==> src/rtl/branch_resolve_unit.sv <==
// Two-stage branch resolver: condition test, target add, 2-bit counter prediction, CON flag and stats.
// Latency: request accepted in cycle t gives its response in cycle t+2, one per cycle.
// Backpressure: a stalled response holds S2, S1 fills behind it, and req_ready then drops.
module branch_resolve_unit #(
    parameter int DATA_WIDTH = 32,
    parameter int PC_WIDTH   = 32,
    parameter int EXT_MODES  = 1,
    parameter int BHT_DEPTH  = 16,
    parameter int CNT_WIDTH  = 16
) (
    input  logic                  clock,
    input  logic                  reset,
    input  logic                  req_valid,
    output logic                  req_ready,
    input  logic [31:0]           ir,
    input  logic [DATA_WIDTH-1:0] data,
    input  logic [PC_WIDTH-1:0]   pc,
    output logic                  resp_valid,
    input  logic                  resp_ready,
    output logic                  resp_taken,
    output logic                  resp_pred,
    output logic                  resp_mispred,
    output logic [PC_WIDTH-1:0]   resp_target,
    output logic                  con_out,
    output logic [CNT_WIDTH-1:0]  taken_count,
    output logic [CNT_WIDTH-1:0]  mispred_count
);

    localparam int IDX_W = $clog2(BHT_DEPTH);

    logic [1:0]            bht [BHT_DEPTH];

    logic                  s1_valid;
    logic [2:0]            s1_cond;
    logic [18:0]           s1_off;
    logic [DATA_WIDTH-1:0] s1_data;
    logic [PC_WIDTH-1:0]   s1_pc;
    logic                  s1_pred;

    logic                  s2_valid;
    logic                  s2_taken;
    logic                  s2_pred;
    logic                  s2_mispred;
    logic [PC_WIDTH-1:0]   s2_target;
    logic [IDX_W-1:0]      s2_idx;

    logic                  complete;
    logic                  s2_load;
    logic                  s1_move;
    logic                  accept;
    logic [IDX_W-1:0]      req_idx;
    logic [2:0]            cond_in;
    logic [1:0]            bht_upd;
    logic                  pred_rd;
    logic                  s1_taken;
    logic [PC_WIDTH-1:0]   s1_target;
    logic                  unused_ir;

    assign complete  = s2_valid & resp_ready;
    assign s2_load   = !s2_valid | complete;
    assign s1_move   = s1_valid & s2_load;
    assign req_ready = !s1_valid | s1_move;
    assign accept    = req_valid & req_ready;
    assign req_idx   = pc[IDX_W-1:0];
    assign cond_in   = (EXT_MODES != 0) ? ir[21:19] : {1'b0, ir[20:19]};
    assign unused_ir = ^{ir[31:21]};

    always_comb begin
        bht_upd = bht[s2_idx];
        if (s2_taken) begin
            if (bht[s2_idx] != 2'b11) bht_upd = bht[s2_idx] + 2'b01;
        end else begin
            if (bht[s2_idx] != 2'b00) bht_upd = bht[s2_idx] - 2'b01;
        end
    end

    // A completion writing the same entry this cycle must be visible to the new request.
    assign pred_rd = (complete && (s2_idx == req_idx)) ? bht_upd[1] : bht[req_idx][1];

    always_comb begin
        s1_taken = 1'b0;
        case (s1_cond)
            3'b000:  s1_taken = (s1_data == '0);
            3'b001:  s1_taken = (s1_data != '0);
            3'b010:  s1_taken = !s1_data[DATA_WIDTH-1];
            3'b011:  s1_taken = s1_data[DATA_WIDTH-1];
            3'b100:  s1_taken = !s1_data[DATA_WIDTH-1] && (s1_data != '0);
            3'b101:  s1_taken = s1_data[DATA_WIDTH-1] || (s1_data == '0);
            3'b110:  s1_taken = 1'b1;
            default: s1_taken = 1'b0;
        endcase
    end

    assign s1_target = s1_pc + PC_WIDTH'($signed(s1_off));

    always_ff @(posedge clock) begin
        if (reset) begin
            s1_valid      <= 1'b0;
            s1_cond       <= '0;
            s1_off        <= '0;
            s1_data       <= '0;
            s1_pc         <= '0;
            s1_pred       <= 1'b0;
            s2_valid      <= 1'b0;
            s2_taken      <= 1'b0;
            s2_pred       <= 1'b0;
            s2_mispred    <= 1'b0;
            s2_target     <= '0;
            s2_idx        <= '0;
            con_out       <= 1'b0;
            taken_count   <= '0;
            mispred_count <= '0;
            for (int i = 0; i < BHT_DEPTH; i++) bht[i] <= 2'b01;
        end else begin
            if (accept) begin
                s1_valid <= 1'b1;
                s1_cond  <= cond_in;
                s1_off   <= ir[18:0];
                s1_data  <= data;
                s1_pc    <= pc;
                s1_pred  <= pred_rd;
            end else if (s1_move) begin
                s1_valid <= 1'b0;
            end

            if (s2_load) begin
                s2_valid <= s1_valid;
                if (s1_valid) begin
                    s2_taken   <= s1_taken;
                    s2_pred    <= s1_pred;
                    s2_mispred <= s1_taken ^ s1_pred;
                    s2_target  <= s1_target;
                    s2_idx     <= s1_pc[IDX_W-1:0];
                end
            end

            if (complete) begin
                bht[s2_idx] <= bht_upd;
                con_out     <= s2_taken;
                if (s2_taken && (taken_count != '1))
                    taken_count <= taken_count + 1'b1;
                if (s2_mispred && (mispred_count != '1))
                    mispred_count <= mispred_count + 1'b1;
            end
        end
    end

    assign resp_valid   = s2_valid;
    assign resp_taken   = s2_taken;
    assign resp_pred    = s2_pred;
    assign resp_mispred = s2_mispred;
    assign resp_target  = s2_target;

endmodule

==> config.mk <==
export PLATFORM = sky130hd
export DESIGN_NAME = branch_resolve_unit
export DESIGN_NICKNAME = d
export VERILOG_FILES = /design/src/rtl/branch_resolve_unit.sv
export SDC_FILE = /design/constraint.sdc
export NUM_CORES = 1
export LEC_CHECK = 0
export BUFFER_PORTS_ARGS = -buffer_cell sky130_fd_sc_hd__buf_2
export CAP_MARGIN = 20
export CORE_MARGIN = 2
export CORE_UTILIZATION = 58
export CTS_BUF_LIST = sky130_fd_sc_hd__clkbuf_4
export DETAILED_ROUTE_END_ITERATION = 7
export GPL_ROUTABILITY_DRIVEN = 0
export PLACE_DENSITY = 0.85
export SLEW_MARGIN = 20
export SYNTH_ARGS = -nofsm -noshare
export SYNTH_HDL_FRONTEND = slang
export SYNTH_SLANG_ARGS = --single-unit
==> constraint.sdc <==
create_clock -name clock -period 3.5 [get_ports clock]
set_input_delay 0.7 -clock clock [delete_from_list [all_inputs] [get_ports clock]]
set_output_delay 0.7 -clock clock [all_outputs]
set_load 0.005 [all_outputs]
==> impl_metrics.py, run 1 <==
metrics = {
    "status": {
        "status": "finished, final reports clean",
    },
    "critical_path": {
        "crit_path_start_kind": "register",
        "worstPathRequired_ns": 4.00,
        "path_max_fanout": 15,
        "critical-path-slowest-cell": "dfxtp_1",
        "path_cells": "ha_1 > nand2_1 > or3_1 > nor3_1 > a41oi_1 > a21oi_2 > a21oi_1 > or4_1 > o211ai_1",
        "cp.arrival_ns": 3.53,
        "worstSetupPathType": "reg2reg",
        "cpPeakStageDelay_ns": 0.72,
        "critPathCaptureType": "register",
    },
    "cts": {
        "clk_pin_slew_ns": 0.15,
        "cts.sinks": 197,
        "root_buffer": "clkbuf_4",
        "cts_setup_buffers": 0,
        "cts.htree.levels": 4,
        "ctsResizeCount": 0,
        "cts_hold_buf": 0,
        "worstSkewPairLatency_ns": 0.58,
        "clockBufferDepth": 2,
        "numCtsBuffers": 17,
        "cts_tree": "done",
    },
    "logic_synthesis": {
        "yosys_warnings": 0,
        "syn_nets": 1259,
        "ys_types": 63,
        "synth_edf_count": 32,
        "avgSynthCellArea_um2": 8.45,
        "syn_area_mm2": 0.00950,
        "ys_ff_latch": 197,
        "synthFlopType": "dfxtp_1",
        "ys_seq_area_share_pct": 44.9,
        "ys_async_sr_fraction_pct": 0,
        "syn_inst": 1125,
    },
    "die": {
        "die-area_mm2": 0.0174,
        "core_area_mm2": 0.0159,
        "die_w_um": 132,
        "start_util_pct": 59.6,
        "die_h_um": 132,
        "io_pins": 170,
        "num_rows": 46,
    },
    "placement": {
        "io_buffers": 159,
        "hpwl_um": 15600,
        "placed_cell_area_mm2": 0.0104,
        "placed_cells": 1439,
        "pre_cts_ws_ns": 0.503,
    },
    "layout": {
        "final_core_util_pct": 66.9,
        "fillers": 1350,
        "drive_gt1_share_pct": 17.7,
        "fin_area_mm2": 0.0107,
        "areaGrowthSynthToFinish_pct": 12.2,
        "num_antenna_cells": 0,
        "layout_common_cells": "nand2_1, dfxtp_1, buf_2",
        "final_common_cell": "nand2_1",
        "stdcell_count": 1471,
        "fin_nets": 1376,
    },
    "timing": {
        "tns_ns": 0,
        "max_freq_mhz": 330,
        "post-route-period-util_pct": 86.4,
        "rsz0062_at_grt": "false",
        "fin_worst_skew_ns": 0.0228,
        "finalCriticalPeriod_ns": 3.03,
        "finalMaxSlewViolations": 0,
        "hold_viol": 0,
        "worstMarginPinSlew_ns": 0.933,
        "worst_slack_ns": 0.474,
        "setup_viol": 0,
        "max_slew_margin_pct": 37.8,
    },
    "power": {
        "netSwitchingPower_mw": 1.12,
        "p_int_mw": 3.05,
        "netSwitchingFraction_pct": 26.9,
        "p_per_area_mw_per_mm2": 392,
        "pwr-share-seq_pct": 58.7,
        "leakage_nw": 4.36,
        "comb_power_share_pct": 12.4,
        "clkPwrFrac_pct": 28.9,
        "peakVddDrop_mv": 0.192,
    },
    "route": {
        "drc_errors": 0,
        "vias_per_cell": 5.71,
        "wl_um": 21800,
        "drt.antenna.violating_nets": 0,
        "first_pass_iters": 6,
        "wl_per_cell_um": 14.8,
        "num_vias": 8402,
        "drt_iter0_drc": 563,
    },
    "grt": {
        "track_usage_pct": 25.7,
        "grt_max_degree": 87,
        "antenna_found_initial": 0,
        "grt.overflow.total": 0,
        "grt_pass1_vias": 7792,
        "grt_pass1_wl_um": 36700,
    },
    "job": {
        "max_cap_violations": 0,
    },
    "worst_hold_path": {
        "hp-class": "in2reg",
    },
}
## area by class of cell
cell class / count / area, µm² / share of cell area [%]
multi-input combinational: 848 / 4930 / 46.2
sequential: 197 / 4260 / 40.0
timing repair buffer: 167 / 871 / 8.17
tap: 216 / 270 / 2.54
clock buffer: 21 / 158 / 1.48
clock inverter: 11 / 128 / 1.20
inverter: 11 / 41.3 / 0.387
## logic make-up (layout without fill, tap and decap cells)
logic type	after synthesis	count (layout)	share of synthesized area, %
xor gates and xnor gates	50	50	4.61
DFF	197	197	44.9
and+or+nand+nor	500	500	23.2
adders and majority gates	36	36	4.79
muxes	17	17	3.71
buffers and inverters	80	210	3.34
AOI/OAI and AO/OA	245	245	15.4
## synth_stat cells (all sizes together), types with 20 or more instances
cell type  number  area share [%]
a21oi         145             7.7
clkbuf         59             2.4
dfxtp         165              35
edfxtp         32              10
ha             33             4.3
nand2         280              11
nand3          37             1.9
nor2           74             2.9
nor3           21             1.1
o21ai          27             1.4
xnor2          20             1.8
xor2           30             2.8
## power by group through the flow
stage	Sequential, mW	Clock (mW)	Combinational, mW
after floorplan	2.48	0	0.358
after global placement	2.49	0	0.505
after detailed placement	2.50	0	0.516
after CTS	2.45	1.23	0.518
after global routing	2.46	1.32	0.583
final	2.45	1.21	0.519
## through the flow
stage | hold slack (ns) | power (mW)
2_1_floorplan | 0.436 | 2.84
3_3_place_gp | 0.438 | 3.00
3_5_place_dp | 0.445 | 3.01
4_1_cts | 0.290 | 4.20
5_1_grt | 0.268 | 4.36
6_report | 0.330 | 4.17
## registers in the layout (all words and copies together), names as in the netlist, 3 cells and up, named ones only
register	flops
bht	32
mispred_count	16
resp_target	32
s1_cond	3
s1_data	32
s1_off	19
s1_pc	32
s2_idx	4
taken_count	16
## worst max-delay path: cells and delay by family, from the launching register on
family | cells | cell delay, ns
flops | 1 | 0.72
compound gates | 4 | 0.67
fa+ha+maj | 1 | 0.37
simple gates | 4 | 1.21
## per-layer routing
metal	track usage [%]	vias to the layer above	wire [µm]	part of all wire (%)
met5	0	-	0	0
met3	6.77	46	1650	7.5
met2	42.7	286	10300	47
met4	9.00	0	489	2.2
met1	32.5	3887	9430	43
li1	-	4183	-	-
## final timing paths
path	startpoint	end	slack (ns)	cells past startpoint
max reg2reg	s1_off[18]	resp_target[29]	0.47	9
min reg2reg	resp_target[22]	resp_target[22]	0.46	2
min	pc[19]	s1_pc[19]	0.33	3
max	s1_off[18]	resp_target[29]	0.47	9
(Power assumes the default switching activity.)
==> run 2: changes to the inputs <==
--- a/config.mk
+++ b/config.mk
@@ -7,7 +7,7 @@
 export LEC_CHECK = 0
 export BUFFER_PORTS_ARGS = -buffer_cell sky130_fd_sc_hd__buf_2
 export CAP_MARGIN = 20
-export CORE_MARGIN = 2
+export CORE_MARGIN = 4
 export CORE_UTILIZATION = 58
 export CTS_BUF_LIST = sky130_fd_sc_hd__clkbuf_4
 export DETAILED_ROUTE_END_ITERATION = 7
==> run 2 against run 1 <==
Net effect: clock power rose by 12%; via count rose by 0.12%; hold slack got worse by 0.0018 ns; maximum frequency increased by 1.1%; combinational power increased by 1%; sequential share of layout area shrank 0.22 points; critical endpoint unchanged.
==> impl_metrics.py, run 2 (synthesis results as in run 1) <==
metrics = {
    "status": {
        "status": "finished, final reports clean",
    },
    "power": {
        "pwr-share-seq_pct": 56.5,
        "netSwitchingFraction_pct": 26.7,
        "p_int_mw": 3.18,
        "clkPwrFrac_pct": 31.4,
        "leakage_nw": 4.37,
        "comb_power_share_pct": 12.1,
        "power_mw": 4.33,
        "p_per_area_mw_per_mm2": 404,
        "netSwitchingPower_mw": 1.16,
        "peakVddDrop_mv": 0.233,
    },
    "layout": {
        "layout_common_cells": "nand2_1, dfxtp_1, buf_2",
        "drive_gt1_share_pct": 17.6,
        "fin_nets": 1374,
        "final_core_util_pct": 67.2,
        "areaGrowthSynthToFinish_pct": 12.8,
        "final_common_cell": "nand2_1",
        "fillers": 1356,
    },
    "critical_path": {
        "worstPathRequired_ns": 4.01,
        "crit_path_start_kind": "register",
        "cpPeakStageDelay_ns": 0.73,
        "critical-path-slowest-cell": "dfxtp_1",
        "path_cells": "ha_1 > nand2_1 > or3_1 > nor3_1 > a41oi_1 > a21oi_2 > a21oi_1 > or4_1 > o211ai_1",
        "path_max_fanout": 15,
        "worstSetupPathType": "reg2reg",
        "cp.arrival_ns": 3.51,
        "critPathCaptureType": "register",
    },
    "cts": {
        "cts.htree.levels": 4,
        "numCtsBuffers": 17,
        "worstSkewPairLatency_ns": 0.59,
        "clockBufferDepth": 2,
        "cts.sinks": 197,
        "ctsResizeCount": 0,
        "root_buffer": "clkbuf_4",
        "cts_tree": "done",
        "cts_setup_buffers": 0,
        "clk_pin_slew_ns": 0.16,
        "cts_hold_buf": 0,
    },
    "route": {
        "drt_iter0_drc": 597,
        "first_pass_iters": 5,
        "wl_um": 22400,
        "num_vias": 8412,
        "drt.antenna.violating_nets": 0,
        "drc_errors": 0,
        "vias_per_cell": 5.72,
        "wl_per_cell_um": 15.2,
    },
    "timing": {
        "max_slew_margin_pct": 36.9,
        "setup_viol": 0,
        "tns_ns": 0,
        "max_freq_mhz": 334,
        "finalMaxSlewViolations": 0,
        "post-route-period-util_pct": 85.5,
        "worstMarginPinSlew_ns": 0.946,
        "finalCriticalPeriod_ns": 2.99,
        "rsz0062_at_grt": "false",
        "hold_viol": 0,
        "fin_worst_skew_ns": 0.0251,
    },
    "placement": {
        "io_buffers": 159,
        "hpwl_um": 15900,
    },
    "grt": {
        "global_route.usage.met2_pct": 40.4,
        "grt_max_degree": 109,
        "antenna_found_initial": 0,
        "grt_pass1_wl_um": 36700,
        "grt.overflow.total": 0,
        "track_usage_pct": 24.5,
        "busiest_layer": "met2",
        "use_met3_pct": 6.62,
        "grt_pass1_vias": 7706,
        "grt_util_met1_pct": 31.9,
    },
    "die": {
        "die-area_mm2": 0.0185,
        "num_rows": 46,
        "die_h_um": 136,
        "core_area_mm2": 0.0159,
        "die_w_um": 136,
        "io_pins": 170,
        "start_util_pct": 59.6,
    },
    "worst_hold_path": {
        "hp-class": "in2reg",
    },
    "job": {
        "max_cap_violations": 0,
    },
}
[run 2: final cells by class]
class / instances / area (µm²) / share of cell area [%]
multi-input cells: 848 / 4930 / 46.0
flip-flops and latches: 197 / 4260 / 39.8
repair buffers: 165 / 881 / 8.22
well taps: 216 / 270 / 2.52
clock inverters: 14 / 196 / 1.83
clock buffers: 18 / 135 / 1.26
inverters: 11 / 41.3 / 0.385
diodes: 1 / 2.50 / 0.0233
[run 2: final timing paths]
path / start / to / slack (ns) / cells past startpoint
max reg2reg: s1_off[18] / resp_target[29] / 0.51 / 9
max: s1_off[18] / resp_target[29] / 0.51 / 9
min: pc[22] / s1_pc[22] / 0.33 / 3
min reg2reg: resp_pred / resp_pred / 0.46 / 2
[run 2: power by group through the flow]
stage          clock network (mW)  logic (mW)  registers (mW)
6_report                     1.36       0.525            2.45
5_1_grt                      1.48       0.590            2.46
4_1_cts                      1.39       0.523            2.45
3_5_place_dp                    0       0.521            2.50
3_3_place_gp                    0       0.510            2.49
2_1_floorplan                   0       0.358            2.48
[run 2: per-stage QoR]
stage	setup WS [ns]	cell area [µm²]	std cells	hold WS [ns]
floorplan	0.908	9500	1125	0.436
global placement	0.620	10400	1437	0.436
detailed placement	0.546	10400	1437	0.444
CTS	0.521	10700	1469	0.279
global route	0.277	10700	1469	0.292
finish	0.507	10700	1470	0.328
[run 2: routing by layer]
metal,vias to the layer above,part of all wire [%]
li1,4191,-
met1,3917,43
met2,271,47
met3,33,8.1
met4,0,1.7
met5,-,0
[run 2: critical path: cells and delay by family, from the launching register on]
kind	cells	cell delay, ns
AOI/OAI and AO/OA	4	0.65
and+or+nand+nor	4	1.19
adders and majority gates	1	0.36
DFF	1	0.73
==> run 3: changes to the inputs <==
==> constraint.sdc (replaced) <==
create_clock -name clock -period 3.5 [get_ports clock]
set_input_delay 0.525 -clock clock [delete_from_list [all_inputs] [get_ports clock]]
set_output_delay 0.525 -clock clock [all_outputs]
set_load 0.005 [all_outputs]
==> run 3 against run 2 <==
Net effect: die area unchanged; hold slack worse by 0.17 ns; critical path depth unchanged; combinational power about the same; maximum frequency down 1.7%; via count down 1.5%; sequential power about the same; clock power down 24%; clock skew up 0.0016 ns; wire length down 0.23%; critical path type unchanged; largest cell class unchanged.
==> impl_metrics.py, run 3 (synthesis results as in run 1) <==
metrics = {
    "grt": {
        "track_usage_pct": 24.2,
        "grt.overflow.total": 0,
        "grt_max_degree": 69,
        "antenna_found_initial": 0,
        "grt_pass1_wl_um": 36200,
        "grt_pass1_vias": 7666,
    },
    "placement": {
        "hpwl_um": 16200,
        "placed_cells": 1438,
        "pre_cts_ws_ns": 0.504,
        "io_buffers": 159,
        "placed_cell_area_mm2": 0.0104,
    },
    "critical_path": {
        "worst-r2r-setup-slack_ns": 0.46,
        "path_buf_inv": 0,
        "rr_worst_depth": 9,
        "crit_path_start_kind": "register",
        "critPathCaptureType": "register",
        "r2r_end": "resp_target[29]",
        "path_cells": "ha_1 > nand2_1 > or3_1 > nor3_1 > a41oi_1 > a21oi_2 > a21oi_1 > or4_1 > o211ai_1",
        "critPathLaunch": "s1_off[18]",
        "cp.depth": 9,
        "cpPeakStageDelay_ns": 0.73,
        "reg2reg_from": "s1_off[18]",
        "critical-path-slowest-cell": "dfxtp_1",
        "critical-path-top-delay-family": "simple AND/OR/NAND/NOR gates",
        "worstSetupPathType": "reg2reg",
        "cp.arrival_ns": 3.56,
        "worstPathRequired_ns": 4.01,
        "path_max_fanout": 15,
    },
    "cts": {
        "cts_setup_buffers": 0,
        "numCtsBuffers": 17,
        "root_buffer": "clkbuf_4",
        "worstSkewPairLatency_ns": 0.58,
        "ctsResizeCount": 0,
        "cts.htree.levels": 4,
        "cts.sinks": 197,
        "clockBufferDepth": 2,
        "cts_tree": "done",
        "cts_hold_buf": 0,
        "clk_pin_slew_ns": 0.15,
    },
    "route": {
        "wl_um": 22300,
        "wl_per_cell_um": 15.2,
        "drc_errors": 0,
        "drt.antenna.violating_nets": 0,
        "num_vias": 8288,
        "first_pass_iters": 5,
        "drt_iter0_drc": 603,
        "vias_per_cell": 5.64,
    },
    "die": {
        "die_w_um": 136,
        "die_h_um": 136,
        "num_rows": 46,
        "start_util_pct": 59.6,
        "die-area_mm2": 0.0185,
        "core_area_mm2": 0.0159,
        "io_pins": 170,
    },
    "timing": {
        "fin_worst_skew_ns": 0.0268,
        "finalCriticalPeriod_ns": 3.04,
        "tns_ns": 0,
        "max_slew_margin_pct": 35.7,
        "worstMarginPinSlew_ns": 0.964,
        "hold_ws_ns": 0.157,
        "rsz0062_at_grt": "false",
        "worst_slack_ns": 0.456,
        "finalMaxSlewViolations": 0,
        "hold_viol": 0,
        "post-route-period-util_pct": 87.0,
        "setup_viol": 0,
        "max_freq_mhz": 329,
    },
    "layout": {
        "drive_gt1_share_pct": 17.2,
        "num_antenna_cells": 0,
        "final_core_util_pct": 66.4,
        "layout_common_cells": "nand2_1, dfxtp_1, buf_2",
        "fin_area_mm2": 0.0106,
        "final_common_cell": "nand2_1",
        "fillers": 1397,
        "fin_nets": 1375,
        "areaGrowthSynthToFinish_pct": 11.4,
        "stdcell_count": 1469,
    },
    "power": {
        "p_per_area_mw_per_mm2": 378,
        "peakVddDrop_mv": 0.221,
        "leakage_nw": 4.32,
        "power_mw": 4.00,
    },
    "worst_hold_path": {
        "worstHoldStart": "data[16]",
        "hp-class": "in2reg",
        "holdPathEnd": "s1_data[16]",
        "whs_path_depth": 3,
    },
    "status": {
        "status": "finished, final reports clean",
    },
    "job": {
        "max_cap_violations": 0,
    },
}
==> run 3: changes by cell type in the layout (fill, tap and decap cells not counted), sizes merged <==
| cell | delta |
|---|---|
| buf | +1 |
| clkinv | +10 |
| inv | -3 |
| diode | -1 |
| clkbuf | -1 |
| bufinv | -4 |
| clkinvlp | -3 |
==> run 3: worst min-delay path: cells and delay by family <==
kind / cells / cell delay (ns)
AO/OA/AOI/OAI: 1 / 0.05
AND/OR/NAND/NOR: 1 / 0.04
buffers and inverters: 1 / 0.09
==> run 3: how the worst max path moves through the flow <==
| stage | end | slack, ns |
|---|---|---|
| 4_1_cts | resp_target[29] | 0.48 |
| 3_5_place_dp | resp_target[29] | 0.50 |
| 3_3_place_gp | resp_target[27] | 0.64 |
| 2_1_floorplan | resp_target[31] | 0.91 |
| 5_1_grt | resp_target[29] | 0.22 |
| 6_report | resp_target[29] | 0.46 |
==> run 3: routing by layer <==
layer  part of all wire (%)  vias up  track usage, %
li1                       -     4177               -
met1                     43     3797            31.2
met2                     47      275            40.3
met3                    8.2       39            6.25
met4                    1.8        0            7.05
met5                      0        -               0
==> run 3: area by class of cell <==
| class | count | area, µm² | share of cell area [%] |
|---|---|---|---|
| multi-input cells | 848 | 4930 | 46.6 |
| well taps | 216 | 270 | 2.55 |
| inverters | 11 | 41.3 | 0.390 |
| clock buffers | 17 | 128 | 1.21 |
| flip-flops and latches | 197 | 4260 | 40.3 |
| clock inverters | 14 | 87.6 | 0.828 |
| repair buffers | 166 | 863 | 8.16 |
==> run 3: power by group <==
part           leakage (nW)  internal, mW  switching [mW]
logic                  2.58         0.207           0.316
registers              1.62          2.39          0.0593
clock network         0.116         0.270           0.758
